--- config.mk ---
export PLATFORM = sky130hd
export DESIGN_NAME = decode_operand_latch_flat
export DESIGN_NICKNAME = d
export VERILOG_FILES = /design/src/rtl/decode_operand_latch_pkg.sv /design/src/rtl/decode_operand_latch_if.sv /design/src/rtl/decode_operand_latch_bypass_mux.sv /design/src/rtl/decode_operand_latch.sv /design/src/flat_wrapper.sv
export SDC_FILE = /design/constraint.sdc
export NUM_CORES = 1
export LEC_CHECK = 0
export ABC_AREA = 1
export BUFFER_PORTS_ARGS = -buffer_cell sky130_fd_sc_hd__buf_2
export CORE_MARGIN = 3
export CORE_UTILIZATION = 61
export CTS_CLUSTER_DIAMETER = 50
export CTS_CLUSTER_SIZE = 16
export DETAILED_ROUTE_END_ITERATION = 6
export GPL_ROUTABILITY_DRIVEN = 1
export PLACE_DENSITY = 0.87
export RECOVER_POWER = 50
export SYNTH_ARGS = -nofsm -noshare
export SYNTH_HDL_FRONTEND = slang
export SYNTH_HIERARCHICAL = 1
export SYNTH_SLANG_ARGS = --single-unit
--- constraint.sdc ---
create_clock -name clk -period 2.4 [get_ports clk]
set_input_delay 0.36 -clock clk [delete_from_list [all_inputs] [get_ports clk]]
set_output_delay 0.36 -clock clk [all_outputs]
set_load 0.02 [all_outputs]
--- src/rtl/decode_operand_latch_pkg.sv ---
// Shared widths, FSM state and held-entry layout for the decode operand latch.
// Capture bypass / held-entry refresh are enabled by defining DOL_WB_BYPASS_EN.
package decode_operand_latch_pkg;

   localparam int DATA_W = 64;
   localparam int REG_W  = 5;
   localparam int CTRL_W = 8;

   localparam logic [REG_W-1:0] XZR_IDX = 5'd31;

   typedef enum logic [1:0] {
      EMPTY = 2'd0,
      ONE   = 2'd1,
      FULL  = 2'd2
   } latchState_e;

   typedef struct packed {
      logic [DATA_W-1:0] op1;
      logic [DATA_W-1:0] op2;
      logic [DATA_W-1:0] imm;
      logic [REG_W-1:0]  rs1;
      logic [REG_W-1:0]  rs2;
      logic [REG_W-1:0]  rd;
      logic [CTRL_W-1:0] ctrl;
   } operandEntry_t;

endpackage

--- src/rtl/decode_operand_latch_if.sv ---
// Decode-side, writeback-side and execute-side signals of the operand latch.
// master = surrounding pipeline, slave = the latch itself.
interface decode_operand_latch_if;
   import decode_operand_latch_pkg::*;

   logic              flush;
   logic              in_valid;
   logic              in_ready;
   logic [REG_W-1:0]  readRegister1;
   logic [REG_W-1:0]  readRegister2;
   logic [DATA_W-1:0] readData1;
   logic [DATA_W-1:0] readData2;
   logic [REG_W-1:0]  writeReg;
   logic [DATA_W-1:0] imm;
   logic [CTRL_W-1:0] ctrl;
   logic              wb_RegWrite;
   logic [REG_W-1:0]  wb_writeReg;
   logic [DATA_W-1:0] wb_writeData;
   logic              out_valid;
   logic              out_ready;
   logic [DATA_W-1:0] out_op1;
   logic [DATA_W-1:0] out_op2;
   logic [DATA_W-1:0] out_imm;
   logic [REG_W-1:0]  out_rs1;
   logic [REG_W-1:0]  out_rs2;
   logic [REG_W-1:0]  out_rd;
   logic [CTRL_W-1:0] out_ctrl;

   modport master (
      output flush, in_valid, readRegister1, readRegister2, readData1, readData2,
             writeReg, imm, ctrl, wb_RegWrite, wb_writeReg, wb_writeData, out_ready,
      input  in_ready, out_valid, out_op1, out_op2, out_imm, out_rs1, out_rs2,
             out_rd, out_ctrl
   );

   modport slave (
      input  flush, in_valid, readRegister1, readRegister2, readData1, readData2,
             writeReg, imm, ctrl, wb_RegWrite, wb_writeReg, wb_writeData, out_ready,
      output in_ready, out_valid, out_op1, out_op2, out_imm, out_rs1, out_rs2,
             out_rd, out_ctrl
   );

endinterface

--- src/rtl/decode_operand_latch_bypass_mux.sv ---
// Corrects one operand: XZR reads zero, and (with DOL_WB_BYPASS_EN) a matching
// writeback in the same cycle overrides the raw value.
module operand_bypass_mux
   import decode_operand_latch_pkg::*;
(
   input  logic [REG_W-1:0]  regIdx,
   input  logic [DATA_W-1:0] rawData,
   input  logic              wbRegWrite,
   input  logic [REG_W-1:0]  wbWriteReg,
   input  logic [DATA_W-1:0] wbWriteData,
   output logic [DATA_W-1:0] operand
);

   // XZR is checked last so a writeback to register 31 can never leak through.
   always_comb begin
      // NOTE: default assignment first so no path through this block infers a latch.
      operand = rawData;
`ifdef DOL_WB_BYPASS_EN
      if (wbRegWrite && (wbWriteReg == regIdx)) operand = wbWriteData;
`endif
      if (regIdx == XZR_IDX) operand = '0;
   end

`ifdef DOL_WB_BYPASS_EN
`else
   logic unusedWb;
   assign unusedWb = ^{wbRegWrite, wbWriteReg, wbWriteData};
`endif

endmodule

--- src/rtl/decode_operand_latch.sv ---
// Two-entry (head + skid) decode-to-execute operand latch with XZR zeroing and
// optional writeback bypass/refresh (DOL_WB_BYPASS_EN).
module decode_operand_latch
   import decode_operand_latch_pkg::*;
(
   input  logic                   clk,
   input  logic                   rst_n,
   decode_operand_latch_if.slave  bus
);

   latchState_e   state, stateNext;
   operandEntry_t head, skid, headNext, skidNext;
   operandEntry_t capEntry, headRef, skidRef;
   logic          inReadyQ, outValidQ;
   logic          accept, drain;
   logic [DATA_W-1:0] capOp1, capOp2, headOp1, headOp2, skidOp1, skidOp2;

   assign accept = bus.in_valid & inReadyQ;
   assign drain  = outValidQ & bus.out_ready;

   // Capture-time correction of the register-file read data.
   operand_bypass_mux uCap1 (.regIdx(bus.readRegister1), .rawData(bus.readData1),
      .wbRegWrite(bus.wb_RegWrite), .wbWriteReg(bus.wb_writeReg),
      .wbWriteData(bus.wb_writeData), .operand(capOp1));
   operand_bypass_mux uCap2 (.regIdx(bus.readRegister2), .rawData(bus.readData2),
      .wbRegWrite(bus.wb_RegWrite), .wbWriteReg(bus.wb_writeReg),
      .wbWriteData(bus.wb_writeData), .operand(capOp2));

   // Refresh of held operands against this cycle's writeback.
   operand_bypass_mux uHead1 (.regIdx(head.rs1), .rawData(head.op1),
      .wbRegWrite(bus.wb_RegWrite), .wbWriteReg(bus.wb_writeReg),
      .wbWriteData(bus.wb_writeData), .operand(headOp1));
   operand_bypass_mux uHead2 (.regIdx(head.rs2), .rawData(head.op2),
      .wbRegWrite(bus.wb_RegWrite), .wbWriteReg(bus.wb_writeReg),
      .wbWriteData(bus.wb_writeData), .operand(headOp2));
   operand_bypass_mux uSkid1 (.regIdx(skid.rs1), .rawData(skid.op1),
      .wbRegWrite(bus.wb_RegWrite), .wbWriteReg(bus.wb_writeReg),
      .wbWriteData(bus.wb_writeData), .operand(skidOp1));
   operand_bypass_mux uSkid2 (.regIdx(skid.rs2), .rawData(skid.op2),
      .wbRegWrite(bus.wb_RegWrite), .wbWriteReg(bus.wb_writeReg),
      .wbWriteData(bus.wb_writeData), .operand(skidOp2));

   always_comb begin
      capEntry      = '{op1: capOp1, op2: capOp2, imm: bus.imm,
                        rs1: bus.readRegister1, rs2: bus.readRegister2,
                        rd: bus.writeReg, ctrl: bus.ctrl};
      headRef       = head;
      headRef.op1   = headOp1;
      headRef.op2   = headOp2;
      skidRef       = skid;
      skidRef.op1   = skidOp1;
      skidRef.op2   = skidOp2;
   end

   // State register; in_ready/out_valid are registered copies of the next state.
   always_ff @(posedge clk or negedge rst_n) begin
      if (!rst_n) begin
         // NOTE: sequential state uses non-blocking assignments only.
         state     <= EMPTY;
         inReadyQ  <= 1'b1;
         outValidQ <= 1'b0;
      end else begin
         state     <= stateNext;
         inReadyQ  <= (stateNext != FULL);
         outValidQ <= (stateNext != EMPTY);
      end
   end

   always_ff @(posedge clk or negedge rst_n) begin
      if (!rst_n) begin
         // NOTE: entry storage is reset too, because the data outputs must read zero.
         head <= '0;
         skid <= '0;
      end else begin
         head <= headNext;
         skid <= skidNext;
      end
   end

   // Next-state logic; flush overrides every transition.
   always_comb begin
      stateNext = state;
      case (state)
         EMPTY:   if (accept) stateNext = ONE;
         ONE: begin
            if (accept && !drain)      stateNext = FULL;
            else if (drain && !accept) stateNext = EMPTY;
         end
         FULL:    if (drain) stateNext = ONE;
         default: stateNext = EMPTY;
      endcase
      if (bus.flush) stateNext = EMPTY;
   end

   // Entry steering: held entries always take their refreshed operands.
   always_comb begin
      headNext = headRef;
      skidNext = skidRef;
      case (state)
         EMPTY: if (accept) headNext = capEntry;
         ONE: begin
            if (accept && drain) headNext = capEntry;
            else if (accept)     skidNext = capEntry;
         end
         FULL:  if (drain) headNext = skidRef;
         default: ;
      endcase
   end

   assign bus.in_ready  = inReadyQ;
   assign bus.out_valid = outValidQ;
   assign bus.out_op1   = head.op1;
   assign bus.out_op2   = head.op2;
   assign bus.out_imm   = head.imm;
   assign bus.out_rs1   = head.rs1;
   assign bus.out_rs2   = head.rs2;
   assign bus.out_rd    = head.rd;
   assign bus.out_ctrl  = head.ctrl;

endmodule

--- src/flat_wrapper.sv ---
// flat-port wrapper written by rule: the top's interface ports become plain ports
module decode_operand_latch_flat import decode_operand_latch_pkg::*;
  (clk, rst_n, bus_flush, bus_in_valid, bus_readRegister1, bus_readRegister2, bus_readData1, bus_readData2, bus_writeReg, bus_imm, bus_ctrl, bus_wb_RegWrite, bus_wb_writeReg, bus_wb_writeData, bus_out_ready, bus_in_ready, bus_out_valid, bus_out_op1, bus_out_op2, bus_out_imm, bus_out_rs1, bus_out_rs2, bus_out_rd, bus_out_ctrl);
  decode_operand_latch_if bus_i ();
  input  logic clk;
  input  logic rst_n;
  input wire logic [$bits(bus_i.flush)-1:0] bus_flush;
  input wire logic [$bits(bus_i.in_valid)-1:0] bus_in_valid;
  input wire logic [$bits(bus_i.readRegister1)-1:0] bus_readRegister1;
  input wire logic [$bits(bus_i.readRegister2)-1:0] bus_readRegister2;
  input wire logic [$bits(bus_i.readData1)-1:0] bus_readData1;
  input wire logic [$bits(bus_i.readData2)-1:0] bus_readData2;
  input wire logic [$bits(bus_i.writeReg)-1:0] bus_writeReg;
  input wire logic [$bits(bus_i.imm)-1:0] bus_imm;
  input wire logic [$bits(bus_i.ctrl)-1:0] bus_ctrl;
  input wire logic [$bits(bus_i.wb_RegWrite)-1:0] bus_wb_RegWrite;
  input wire logic [$bits(bus_i.wb_writeReg)-1:0] bus_wb_writeReg;
  input wire logic [$bits(bus_i.wb_writeData)-1:0] bus_wb_writeData;
  input wire logic [$bits(bus_i.out_ready)-1:0] bus_out_ready;
  output wire logic [$bits(bus_i.in_ready)-1:0] bus_in_ready;
  output wire logic [$bits(bus_i.out_valid)-1:0] bus_out_valid;
  output wire logic [$bits(bus_i.out_op1)-1:0] bus_out_op1;
  output wire logic [$bits(bus_i.out_op2)-1:0] bus_out_op2;
  output wire logic [$bits(bus_i.out_imm)-1:0] bus_out_imm;
  output wire logic [$bits(bus_i.out_rs1)-1:0] bus_out_rs1;
  output wire logic [$bits(bus_i.out_rs2)-1:0] bus_out_rs2;
  output wire logic [$bits(bus_i.out_rd)-1:0] bus_out_rd;
  output wire logic [$bits(bus_i.out_ctrl)-1:0] bus_out_ctrl;
  assign bus_i.flush = bus_flush;
  assign bus_i.in_valid = bus_in_valid;
  assign bus_i.readRegister1 = bus_readRegister1;
  assign bus_i.readRegister2 = bus_readRegister2;
  assign bus_i.readData1 = bus_readData1;
  assign bus_i.readData2 = bus_readData2;
  assign bus_i.writeReg = bus_writeReg;
  assign bus_i.imm = bus_imm;
  assign bus_i.ctrl = bus_ctrl;
  assign bus_i.wb_RegWrite = bus_wb_RegWrite;
  assign bus_i.wb_writeReg = bus_wb_writeReg;
  assign bus_i.wb_writeData = bus_wb_writeData;
  assign bus_i.out_ready = bus_out_ready;
  assign bus_in_ready = bus_i.in_ready;
  assign bus_out_valid = bus_i.out_valid;
  assign bus_out_op1 = bus_i.out_op1;
  assign bus_out_op2 = bus_i.out_op2;
  assign bus_out_imm = bus_i.out_imm;
  assign bus_out_rs1 = bus_i.out_rs1;
  assign bus_out_rs2 = bus_i.out_rs2;
  assign bus_out_rd = bus_i.out_rd;
  assign bus_out_ctrl = bus_i.out_ctrl;
  decode_operand_latch u_core (.clk(clk), .rst_n(rst_n), .bus(bus_i));
endmodule
==> run_results.csv <==
group,metric,value,unit
flow_run,drv_cap,1,
synth,ys_types,23,
clock_tree,cts_root_buf,"clkbuf_16",
grt,grt_pass1_vias,23542,
timing,max_freq,486.0,MHz
hold_path,hold_path.class,"primary input to flop",
placement,dp_hpwl,45.83,mm
synth,syn-num-nets,4146,
timing,setup_viol,0,
placement,placed_cells,4661,
layout,fillers,3254,
floorplanning,fp.coreArea,0.04139,mm^2
status,status,"finished with violations",
grt,grt.overflow.total,0,
detailed_routing,postRouteAntennaNets,0,
worst_setup_path,path_cells,"nand2_8, inv_1, nand3_4, buf_12, nand2_1, o21ai_1",
clock_tree,cts_buffer_depth,3,
timing,hold_viol_final,0,
synth,netlist_instances,3856,
worst_setup_path,critPathTopFamily,"flip-flops",
timing,tightestPinTransition,1517,ps
clock_tree,numCtsBuffers,45,
clock_tree,cts_tree,"built",
synth,yosysTopAreaCellShare,41.89,%
floorplanning,die_area,0.04491,mm^2
status,violations,"max-capacitance violations, max-slew violations",
worst_setup_path,cp_num_buf_inv,2,
detailed_routing,vias,24824,
synth,post_synth_instance_area,0.02587,mm^2
synth,synth_seq_cells,434,
layout,final_layout_size_suffix_gt1_share,14.11,%
layout,finalNonFillerCells,4749,
layout,layout-area-overhead-vs-synth,14.63,%
worst_setup_path,worstReg2RegEnd,"u_core/skid[63]",
floorplanning,chipHeight,211.9,um
layout,fin_area,0.02965,mm^2
timing,slew_viol_final,59,
timing,slew_headroom,-1.156,%
worst_setup_path,crit_fanout,126,
placement,gp_congestion,0.8533,
layout,regArea,0.01086,mm^2
timing,finalClockSkew,16.06,ps
placement,placed_area,0.02836,mm^2
floorplanning,rows,74,
placement,port_buffers,436,
clock_tree,cts_max_level,2,
timing,final.min_clock_period,2058,ps
synth,yosysTopAreaCell,"dfrtp_1",
synth,avgSynthCellArea,6.708,um^2
synth,yosys_warnings,6,
floorplanning,fp.dieW,211.9,um
detailed_routing,avgRoutedWirePerCell,15.45,um
worst_setup_path,start_kind,"flop",
floorplanning,io_pins,507,
clock_tree,path_clk_slew,70,ps
hold_path,worstHoldStart,"bus_imm[44]",
worst_setup_path,rrSetupSlack,340,ps
clock_tree,clock-sinks,434,
hold_path,worstHoldPathCells,3,
timing,tns,0,ps
clock_tree,cts_resized,0,
worst_setup_path,worst_path_largest_cell_delay,580,ps
worst_setup_path,rr_startpoint,"u_core/bus.in_ready",
synth,synth_area_leaders,"dfrtp_1, inv_1, nand2_1, nand3_1, nor2_1",
pwr,power_leakage,17.41,nW
grt,grt_max_degree,127,
worst_setup_path,cp.required,2830,ps
clock_tree,post_cts_buffers,0,
worst_setup_path,cp.depth,6,
grt,track_usage,32.19,%
worst_setup_path,crit_arrival,2490,ps
detailed_routing,via_per_inst,5.227,
worst_setup_path,slowest_stage,"dfstp_2",
detailed_routing,drt-initial-drc-count,2559,
layout,num-nets-final,4467,
grt,antenna_found_initial,9,
detailed_routing,drt-total-wl,73.38,mm
worst_setup_path,crit_type,"flop to flop",
synth,ys_seq_area_share,41.99,%
layout,multi_input_area,0.01000,mm^2
clock_tree,clk_latency,580,ps
pwr,peakVddDrop,0.8470,mV
detailed_routing,dr.pass1.iters,6,
floorplanning,initial_core_util,62.50,%
pwr,p_per_area,1286,mW/mm^2
detailed_routing,drc,0,
worst_setup_path,end_kind,"flop",
grt,grt_pass1_wl,117.4,mm
timing,rsz0062_at_grt,"false",
hold_path,hold_path_end,"u_core/skid[67]",
worst_setup_path,rr_worst_depth,6,
timing,fin_crit_sh,85.74,%
## cell usage after synthesis
cell type  count
inv_1       1001
nand2_1      858
nand3_1      514
dfrtp_1      433
nor2_1       388
o21ai_1      182
or2_2        107
buf_2         96
o211ai_1      87
clkbuf_1      59
buf_6         41
o21ai_0       35
buf_4         12
buf_1         11
or2_0          8
nand3_2        6
nor2_8         6
clkbuf_2       4
nor2_2         3
inv_2          2
dfstp_2        1
nand2_2        1
nand2_4        1
## layout by cell type, fill, tap and decap left out
cell type | netlist | routed
buf_12 | 0 | 28
buf_2 | 96 | 329
buf_4 | 12 | 24
buf_8 | 0 | 1
bufinv_16 | 0 | 2
clkbuf_1 | 59 | 115
clkbuf_16 | 0 | 47
clkbuf_2 | 4 | 3
clkbuf_4 | 0 | 2
clkbuf_8 | 0 | 7
clkinv_2 | 0 | 5
clkinv_4 | 0 | 4
clkinvlp_4 | 0 | 4
dfrtp_1 | 433 | 433
dfstp_2 | 1 | 1
diode_2 | 0 | 8
dlygate4sd3_1 | 0 | 1
inv_1 | 1001 | 1001
inv_2 | 2 | 2
inv_6 | 0 | 2
inv_8 | 0 | 2
nand2_1 | 858 | 854
nand2_2 | 1 | 1
nand2_4 | 1 | 4
nand2_8 | 0 | 1
nand3_1 | 514 | 513
nand3_2 | 6 | 6
nand3_4 | 0 | 1
nor2_1 | 388 | 386
nor2_2 | 3 | 1
nor2_4 | 0 | 4
nor2_8 | 6 | 6
o211ai_1 | 87 | 87
o21ai_0 | 35 | 35
o21ai_1 | 182 | 182
or2_0 | 8 | 8
or2_2 | 107 | 107
## logic make-up after synthesis
group	synth area share (%)
simple gates	31.65
buf+inv	19.64
flops	41.99
compound gates	6.724
## per-layer routing
layer	track usage [%]	up-vias	part of all wire (%)	wire, um
met3	6.787	196	9.3	6823
met2	53.67	1179	48	35310
met1	40.54	11395	39	28430
li1	-	12048	-	-
met5	0	-	0.056	41
met4	14.48	6	3.8	2782
## sequential cells by signal, indices dropped and copies added (netlist names)
name	flops
u_core/bus.out_rd	5
u_core/bus.out_op2	64
u_core/bus.in_ready	1
u_core/bus.out_imm	64
u_core/bus.out_rs2	5
u_core/bus.out_rs1	5
u_core/bus.out_ctrl	8
u_core/bus.out_valid	1
u_core/skid	215
u_core/state	2
u_core/bus.out_op1	64
## worst min-delay path: stages
cell and delay (ps):
buf_2 90, inv_1 60, o21ai_1 60
## per-stage QoR
step	hold slack, ps	worst slack, ps	util [%]	total power [mW]
global placement	244.3	446.2	68.53	30.27
global route	39.85	173.3	71.62	41.07
finish	34.22	342.2	71.64	38.13
floorplan	64.41	781.6	-	25.42
CTS	6.519	400.7	72.14	38.33
detailed placement	245.3	424.1	68.53	30.94
## what timing repair did
action,in CTS,in global routing
setup endpoints to repair,0,0
hold endpoints to repair,155,0
hold buffers,1,0
## worst max path at each step
stage                         from                     end  slack [ps]
3_3_place_gp   u_core/bus.in_ready  u_core/bus.out_op2[28]         450
3_5_place_dp   u_core/bus.in_ready  u_core/bus.out_op1[23]         420
5_1_grt                      rst_n        u_core/skid[199]         170
6_report       u_core/bus.in_ready         u_core/skid[63]         340
4_1_cts        u_core/bus.in_ready            bus_in_ready         400
2_1_floorplan  u_core/bus.in_ready         u_core/skid[95]         780
## cell type report
type	count	area share (%)
Multi-Input combinational cell	2196	33.73
Clock inverter	19	0.6414
Timing Repair Buffer	497	9.617
Antenna cell	8	0.06752
Tap cell	532	2.245
Sequential cell	434	36.63
Inverter	1003	12.70
Clock buffer	60	4.368
## power by group
| part | internal, mW | switching, mW |
|---|---|---|
| Sequential | 10.9 | 1.95 |
| Combinational | 6.03 | 12.2 |
| Clock | 4.04 | 3.06 |
(Power assumes the default switching activity.)
